**config.mk**
```make
export PLATFORM = sky130hd
export DESIGN_NAME = random_point_gen
export DESIGN_NICKNAME = d
export VERILOG_FILES = /design/src/rtl/random_point_gen.sv
export SDC_FILE = /design/constraint.sdc
export NUM_CORES = 1
export LEC_CHECK = 0
export CELL_PAD_IN_SITES_DETAIL_PLACEMENT = 2
export CELL_PAD_IN_SITES_GLOBAL_PLACEMENT = 2
export CORE_MARGIN = 2
export CORE_UTILIZATION = 30
export DETAILED_ROUTE_END_ITERATION = 12
export HOLD_SLACK_MARGIN = 0.02
export PLACE_DENSITY_LB_ADDON = 0.1
export SLEW_MARGIN = 20
export SYNTH_ARGS = -nofsm -noshare
export SYNTH_HDL_FRONTEND = slang
export SYNTH_SLANG_ARGS = --single-unit
export TNS_END_PERCENT = 5
```
**constraint.sdc**
```tcl
create_clock -name clk -period 12.4 [get_ports clk]
set_input_delay 3.1 -clock clk [delete_from_list [all_inputs] [get_ports clk]]
set_output_delay 3.1 -clock clk [all_outputs]
set_load 0.01 [all_outputs]
```
**src/rtl/random_point_gen.sv**
```systemverilog
// random_point_gen: LFSR-driven generator of N_POINTS playfield coordinates, committed as one atomic set.
// Optional spawn-area exclusion with bounded redraw is enabled by defining RANDOM_POINT_EXCL_EN.
module random_point_gen #(
  parameter int          N_POINTS  = 15,
  parameter int          COORD_W   = 11,
  parameter int          H_RES     = 1024,
  parameter int          V_RES     = 768,
  parameter int          MARGIN_LO = 5,
  parameter int          MARGIN_HI = 10,
  parameter int          PERIOD    = 65000000,
  parameter logic [31:0] SEED      = 32'hACE1_1234
`ifdef RANDOM_POINT_EXCL_EN
  ,
  parameter int          EXCL_X0   = 448,
  parameter int          EXCL_X1   = 576,
  parameter int          EXCL_Y0   = 320,
  parameter int          EXCL_Y1   = 448
`endif
) (
  input  logic                               clk,
  input  logic                               rst,
  input  logic                               enable,
  input  logic                               regen_req,
  input  logic                               seed_load,
  input  logic [31:0]                        seed_in,
  output logic [N_POINTS-1:0][COORD_W-1:0]   position_x,
  output logic [N_POINTS-1:0][COORD_W-1:0]   position_y,
  output logic                               valid,
  output logic                               busy,
  output logic                               update_done
);

  localparam logic [31:0] LFSR_MASK = 32'h8020_0003;
  localparam int SPAN_X  = H_RES - MARGIN_HI - MARGIN_LO + 1;
  localparam int SPAN_Y  = V_RES - MARGIN_HI - MARGIN_LO + 1;
  localparam int MUL_X_W = 16 + $clog2(SPAN_X);
  localparam int MUL_Y_W = 16 + $clog2(SPAN_Y);
  localparam int IDX_W   = (N_POINTS > 1) ? $clog2(N_POINTS) : 1;
  localparam int CNT_W   = (PERIOD > 1) ? $clog2(PERIOD) : 1;
  localparam logic [IDX_W-1:0] LAST_IDX = IDX_W'(N_POINTS - 1);
  localparam logic [CNT_W-1:0] CNT_LAST = CNT_W'(PERIOD - 1);

  typedef enum logic [2:0] {
    IDLE,
    GEN_X,
    GEN_Y,
`ifdef RANDOM_POINT_EXCL_EN
    CHECK,
`endif
    COMMIT
  } state_t;

  state_t state, state_nxt;

  logic [31:0]        lfsr;
  logic [31:0]        lfsr_adv;
  logic [CNT_W-1:0]   tick_cnt;
  logic               tick;
  logic               trigger;
  logic               pending;
  logic               draw;
  logic [IDX_W-1:0]   idx;
  logic [MUL_X_W-1:0] prod_x;
  logic [MUL_Y_W-1:0] prod_y;
  logic [COORD_W-1:0] x_draw;
  logic [COORD_W-1:0] y_draw;
  logic [N_POINTS-1:0][COORD_W-1:0] work_x;
  logic [N_POINTS-1:0][COORD_W-1:0] work_y;

  // Draw path: advance once, then scale the upper half into the margin-bounded span.
  assign lfsr_adv = {1'b0, lfsr[31:1]} ^ (lfsr[0] ? LFSR_MASK : 32'h0);
  assign prod_x   = MUL_X_W'(lfsr_adv[31:16]) * MUL_X_W'(SPAN_X);
  assign prod_y   = MUL_Y_W'(lfsr_adv[31:16]) * MUL_Y_W'(SPAN_Y);
  assign x_draw   = COORD_W'(MARGIN_LO) + COORD_W'(prod_x >> 16);
  assign y_draw   = COORD_W'(MARGIN_LO) + COORD_W'(prod_y >> 16);

  assign tick    = enable && (tick_cnt == CNT_LAST);
  assign trigger = tick || regen_req;

`ifdef RANDOM_POINT_EXCL_EN
  localparam int MAX_REJECT = 15;
  logic [3:0] retry;
  logic       in_box;
  logic       give_up;
  logic       accept;

  assign in_box  = (work_x[idx] >= COORD_W'(EXCL_X0)) && (work_x[idx] <= COORD_W'(EXCL_X1)) &&
                   (work_y[idx] >= COORD_W'(EXCL_Y0)) && (work_y[idx] <= COORD_W'(EXCL_Y1));
  assign give_up = (retry == 4'(MAX_REJECT - 1));
  assign accept  = !in_box || give_up;
`endif

  // NOTE: sequential state uses non-blocking (<=) so every flop samples pre-edge values.
  always_ff @(posedge clk) begin
    if (rst) state <= IDLE;
    else     state <= state_nxt;
  end

  // NOTE: state_nxt gets a default first so no path through the case can infer a latch.
  always_comb begin
    state_nxt = state;
    case (state)
      IDLE:   if (trigger) state_nxt = GEN_X;
      GEN_X:  state_nxt = GEN_Y;
`ifdef RANDOM_POINT_EXCL_EN
      GEN_Y:  state_nxt = CHECK;
      CHECK:  if (!accept)              state_nxt = GEN_X;
              else if (idx == LAST_IDX) state_nxt = COMMIT;
              else                      state_nxt = GEN_X;
`else
      GEN_Y:  state_nxt = (idx == LAST_IDX) ? COMMIT : GEN_X;
`endif
      COMMIT: state_nxt = (pending || trigger) ? GEN_X : IDLE;
      default: state_nxt = IDLE;
    endcase
  end

  always_comb begin
    busy        = (state != IDLE);
    update_done = (state == COMMIT);
    draw        = (state == GEN_X) || (state == GEN_Y);
  end

  always_ff @(posedge clk) begin
    if (rst) begin
      lfsr       <= SEED;
      tick_cnt   <= '0;
      pending    <= 1'b0;
      idx        <= '0;
      position_x <= '0;
      position_y <= '0;
      valid      <= 1'b0;
    end else begin
      // A zero seed would lock the LFSR, so it falls back to SEED.
      if (seed_load)  lfsr <= (seed_in == 32'h0) ? SEED : seed_in;
      else if (draw)  lfsr <= lfsr_adv;

      if (enable) tick_cnt <= tick ? '0 : tick_cnt + 1'b1;

      // COMMIT consumes pending (and any same-cycle trigger) by restarting directly.
      if (state == COMMIT)       pending <= 1'b0;
      else if (busy && trigger)  pending <= 1'b1;

      case (state)
`ifdef RANDOM_POINT_EXCL_EN
        CHECK:   if (accept && idx != LAST_IDX) idx <= idx + 1'b1;
`else
        GEN_Y:   if (idx != LAST_IDX) idx <= idx + 1'b1;
`endif
        IDLE,
        COMMIT:  idx <= '0;
        default: ;
      endcase

      if (state == COMMIT) begin
        position_x <= work_x;
        position_y <= work_y;
        valid      <= 1'b1;
      end
    end
  end

  // NOTE: the working set is scratch storage fully rewritten before each commit, so it carries no reset.
  always_ff @(posedge clk) begin
    if (state == GEN_X) work_x[idx] <= x_draw;
    if (state == GEN_Y) work_y[idx] <= y_draw;
`ifdef RANDOM_POINT_EXCL_EN
    if (state == CHECK && in_box && give_up) begin
      work_x[idx] <= COORD_W'(MARGIN_LO);
      work_y[idx] <= COORD_W'(MARGIN_LO);
    end
`endif
  end

`ifdef RANDOM_POINT_EXCL_EN
  always_ff @(posedge clk) begin
    if (rst || state == IDLE)        retry <= '0;
    else if (state == CHECK)         retry <= accept ? 4'd0 : retry + 4'd1;
  end
`endif

endmodule

```
* After elaboration in Yosys (flattened, before gate mapping)
Cells that the tools add are included.
Word-level totals: register bits 727, output and inout port bits 333, bits of input ports 37, logic and storage cells 112
Cells by class: $lt $le $gt $ge 2, muxes and demuxes 15, multiply operators 2, reductions and logical operators 14, bitwise gates (word level) 1, equality and inequality tests 8, $add $sub $neg 4
Operators with widths (number):
- $bwmux 165 | 2
- $mux 32 | 4
- $mul 16x9->25 const B | 2
- $demux 11 s4 | 1
- $logic_not 32->1 | 1
- $xor 31x32->32 | 1
- $add 26x1->26 const B | 1
- $eq 26x26->1 const B | 1
- $mux 26 | 1
- $add 3x10->11 const A | 2
- $pmux 3 s4 | 1
- $mux 11 | 1
- $pmux 4 s2 | 1
- $eq 3x2->1 const B | 2
- $lt 4x5->1 const B | 1
- $add 4x1->4 const B | 1
- $eq 4x4->1 const B | 1
- $ge 4x1->1 const B | 1
- $mux 4 | 1
- $ne 4x4->1 const B | 1
- $reduce_bool 2->1 | 2
- $reduce_or 2->1 | 2
- $eq 3x1->1 const B | 1
- $logic_and 1x1->1 | 3
- other kinds (9) | 11

* Logic depth before layout (Yosys ltp)
word-level depth 6, mapped depth 21, depth with buffers taken out 21

* Least setup slack after synthesis
Ideal clock, no wire load.
path kind reg-to-reg, start point register lfsr[0], end point register work_y[109] (netlist bit) (data pin), path buffers 0, setup slack 6041 ps, stages on the path, launching flop included 18, clock period less this slack 6359 ps, data required time 12080 ps, library setup time 320 ps, arrival 6039 ps, cells stage by stage dfxtp_1 -> xor2_1 -> fa_1 -> fa_1 -> inv_1 -> fa_1 -> fa_1 -> inv_1 -> ha_1 -> a21oi_1 -> o221ai_1 -> a41oi_2 -> xnor2_1 -> ha_1 -> a21oi_1 -> a2111oi_1 -> nand3_1 -> nor3_1
Between the ends: longest elaborated chain between the ends 5
RTL lines:
- from (decl) | line 55 | logic [31:0] lfsr;
- from (signal assigned) | line 135 | if (seed_load) lfsr <= (seed_in == 32'h0) ? SEED : seed_in;
- from (signal assigned) | line 136 | else if (draw) lfsr <= lfsr_adv;
- $mux 32 | line 71 | assign lfsr_adv = {1'b0, lfsr[31:1]} ^ (lfsr[0] ? LFSR_MASK : 32'h0);
- $xor 31x32->32 | line 71
- $mul 16x9->25 | line 73 | assign prod_y = MUL_Y_W'(lfsr_adv[31:16]) * MUL_Y_W'(SPAN_Y);
- $add 3x10->11 | line 75 | assign y_draw = COORD_W'(MARGIN_LO) + COORD_W'(prod_y >> 16);
- net y_draw[10] | line 66 | logic [COORD_W-1:0] y_draw;
- $bwmux 165 | line 166 | if (state == GEN_Y) work_y[idx] <= y_draw;
- to (signal, indexed assignment) | line 166
- to (decl) | line 68 | logic [N_POINTS-1:0][COORD_W-1:0] work_y;
The timed path passes the listed nets, and every way through them passes these cells. A chain may end at the register's enable or synchronous reset.

* Final worst setup path
start point register lfsr[0], end point register work_y[61] (netlist bit) (data pin)
Same word-level chain as after synthesis.

==> out/metrics.cfg <==
[routing]
totalWireLength_mm = 94.2
dr_total_vias = 19200
route.detailed.drc = 0
first_pass_iters = 5
wl_per_cell_um = 22.9
ant_nets = 0
drtIter0Drc = 746
via_per_inst = 4.66

[clocking]
clockBufferDepth = 3
postCtsSetupRepairBufs = 0
cts.sinks = 726
clk_transition_reported_paths_ns = 0.07
clock_latency_ns = 0.65
cts_buffers = 83
htree_levels = 3
hold_buffers = 0
cts_root_buffer = clkbuf_16
cts_tree = built
cts_resized = 0

[die]
fp.dieW_um = 318
dieArea_mm2 = 0.101
die_y_um = 318
num_rows = 115
start_util_pct = 30.2
io_pins = 370
core_mm2 = 0.0981

[global_route]
grt_pass1_vias = 21400
overflow = 0
antenna_found_initial = 14
grt_use_met3_pct = 2.66
grt_use_met1_pct = 23.7
grt_start_max_net_pins = 90
grt_pass1_wl_mm = 142
grt.total_usage_pct = 18.6
grt.busiest_layer = met2
use_met2_pct = 33.1

[worst_hold_path]
hp-class = reg -> reg

[placed_design]
port_buffers = 369
gp_congestion = 0.780
place_hpwl_mm = 67.0

[logic_synthesis]
ys_seq_area_share_pct = 60.3
synth_ff_type = dfxtp_1
ys_async_sr_fraction_pct = 0
ys_types = 67
syn-instance-count = 2354
synth_edf_count = 330
syn-num-nets = 2585
syn_area_per_cell_um2 = 12.6
yosys_warnings = 0
syn-cell-area_mm2 = 0.0296
ys_seq_elements = 726

[critical_path]
cp.required_ns = 12.89
endpoint_kind = flop
worst_ep_arrival_time_ns = 8.00
crit_type = reg -> reg
path_max_fanout = 11
startpoint_type = flop

[timing]
setup_viol = 0
period_needed_ns = 7.50
holdWs_ns = 0.473
maxSlewHeadroom_pct = 25.4
slew_viol_final = 0
hold_violations = 0
setup_tns_ns = 0
fmax_mhz = 133
finalCritPeriodShare_pct = 60.5
worst_pin_slew_ns = 1.11
skew_ns = 0.0219
rsz0062_at_grt = false

[final_layout]
fin_nets = 2989
fillers = 9958
seq_area_mm2 = 0.0178
multi_input_area_mm2 = 0.0109
synthToLayoutAreaGrowth_pct = 27.5
utilization_pct = 38.5
drive_gt1_share_pct = 7.75

[outcome]
run_status = finished, final reports clean

[flow_run]
drv_cap = 0

==> cell type report <==
cell class,instances,area share [%]
multi-input cells,1373,28.9
flip-flops and latches,726,47.3
inverters,154,1.53
well taps,1287,4.27
repair buffers,420,10.8
diodes,4,0.0265
clock inverters,36,1.11
clock buffers,117,6.14
==> critical path: stages (launching register included) <==
cell and delay [ns]:
dfxtp_1 0.71, xor2_1 0.70, fa_1 0.58, fa_1 0.50
inv_1 0.05, fa_1 0.51, fa_1 0.55, inv_1 0.04
ha_1 0.37, a21oi_1 0.22, o221ai_1 0.18, a41oi_2 0.29
xnor2_1 0.21, ha_1 0.26, a21oi_1 0.09, a2111oi_1 0.74
a21oi_1 0.16, o22ai_1 0.21, xor2_1 0.68, buf_4 0.30
==> synth_stat cells (all sizes together), types with 3 or more instances <==
library cell	number	share of area (%)
and2	7	0.15
fa	89	6.0
or3	5	0.11
a211oi	6	0.21
o22ai	16	0.34
nand4	19	0.42
o211ai	6	0.15
inv	154	2.0
or2	6	0.13
o221ai	3	0.11
nand3	16	0.27
dfxtp	396	27
nor2	457	5.8
o311a	4	0.14
o21a	3	0.076
and4	3	0.097
nor3	14	0.25
and3	6	0.13
nand2	48	0.61
xor2	28	0.83
clkbuf	66	0.84
edfxtp	330	33
mux2	10	0.38
nand2b	15	0.32
a21oi	54	0.93
o21bai	3	0.076
mux2i	348	12
a21o	9	0.23
ha	105	4.4
nor4	10	0.21
buf	35	0.45
o21ai	17	0.31
xnor2	33	0.98
a211o	4	0.12
==> cell families (layout without fill, tap and decap cells) <==
family | after synthesis | in the layout | share of synthesized area [%]
other | 0 | 4 | 0
XOR/XNOR | 61 | 61 | 1.80
multiplexers | 358 | 358 | 12.1
flip-flops | 726 | 726 | 60.3
buffers and inverters | 255 | 727 | 3.24
adder cells (fa/ha/maj) | 194 | 194 | 10.5
AO/OA/AOI/OAI | 147 | 147 | 3.42
AND/OR/NAND/NOR | 613 | 613 | 8.67
==> worst paths after layout <==
| check | start | cells after the start | endpoint | slack (ns) |
|---|---|---|---|---|
| worst min-delay path | valid | 2 | valid | 0.47 |
| worst max-delay path | lfsr[0] | 19 | work_y[61] | 4.90 |
| worst min register to register | valid | 2 | valid | 0.47 |
| worst max register to register | lfsr[0] | 19 | work_y[61] | 4.90 |
==> state kept, by name (all words and copies together), names as in the netlist <==
name        cells
valid           1
position_y    165
state           2
work_x        165
lfsr           32
position_x    165
pending         1
idx             4
tick_cnt       26
work_y        165
==> layout by cell type (no fill, tap or decap), drive strengths merged, types with 17 or more instances in the layout <==
cell type and n:
nand2 48, nand4 19, ha 105, nor2 457, clkbuf 117, edfxtp 330
o21ai 17, xor2 28, a21oi 54, inv 155, xnor2 33, buf 53
fa 89, dfxtp 396, clkinv 25, mux2i 348, clkdlybuf4s50 367
==> per-stage QoR <==
step | cell area [µm²] | instances | setup WS [ns]
2_1_floorplan | 29600 | 2354 | 6.04
3_3_place_gp | 35000 | 3960 | 4.99
3_5_place_dp | 35000 | 3960 | 4.81
4_1_cts | 37700 | 4113 | 4.78
5_1_grt | 37700 | 4113 | 4.33
6_report | 37700 | 4117 | 4.90
==> per-layer routing <==
metal  routed length (µm)  vias up
met5                   14        -
met4                 1660        2
met3                 3160      102
met2                48000      326
met1                41300     9869
li1                     -     8888
Power is left out: the tool's default activity adds up to more than one toggle a clock period on the data nets, which glitch-free logic cannot reach.
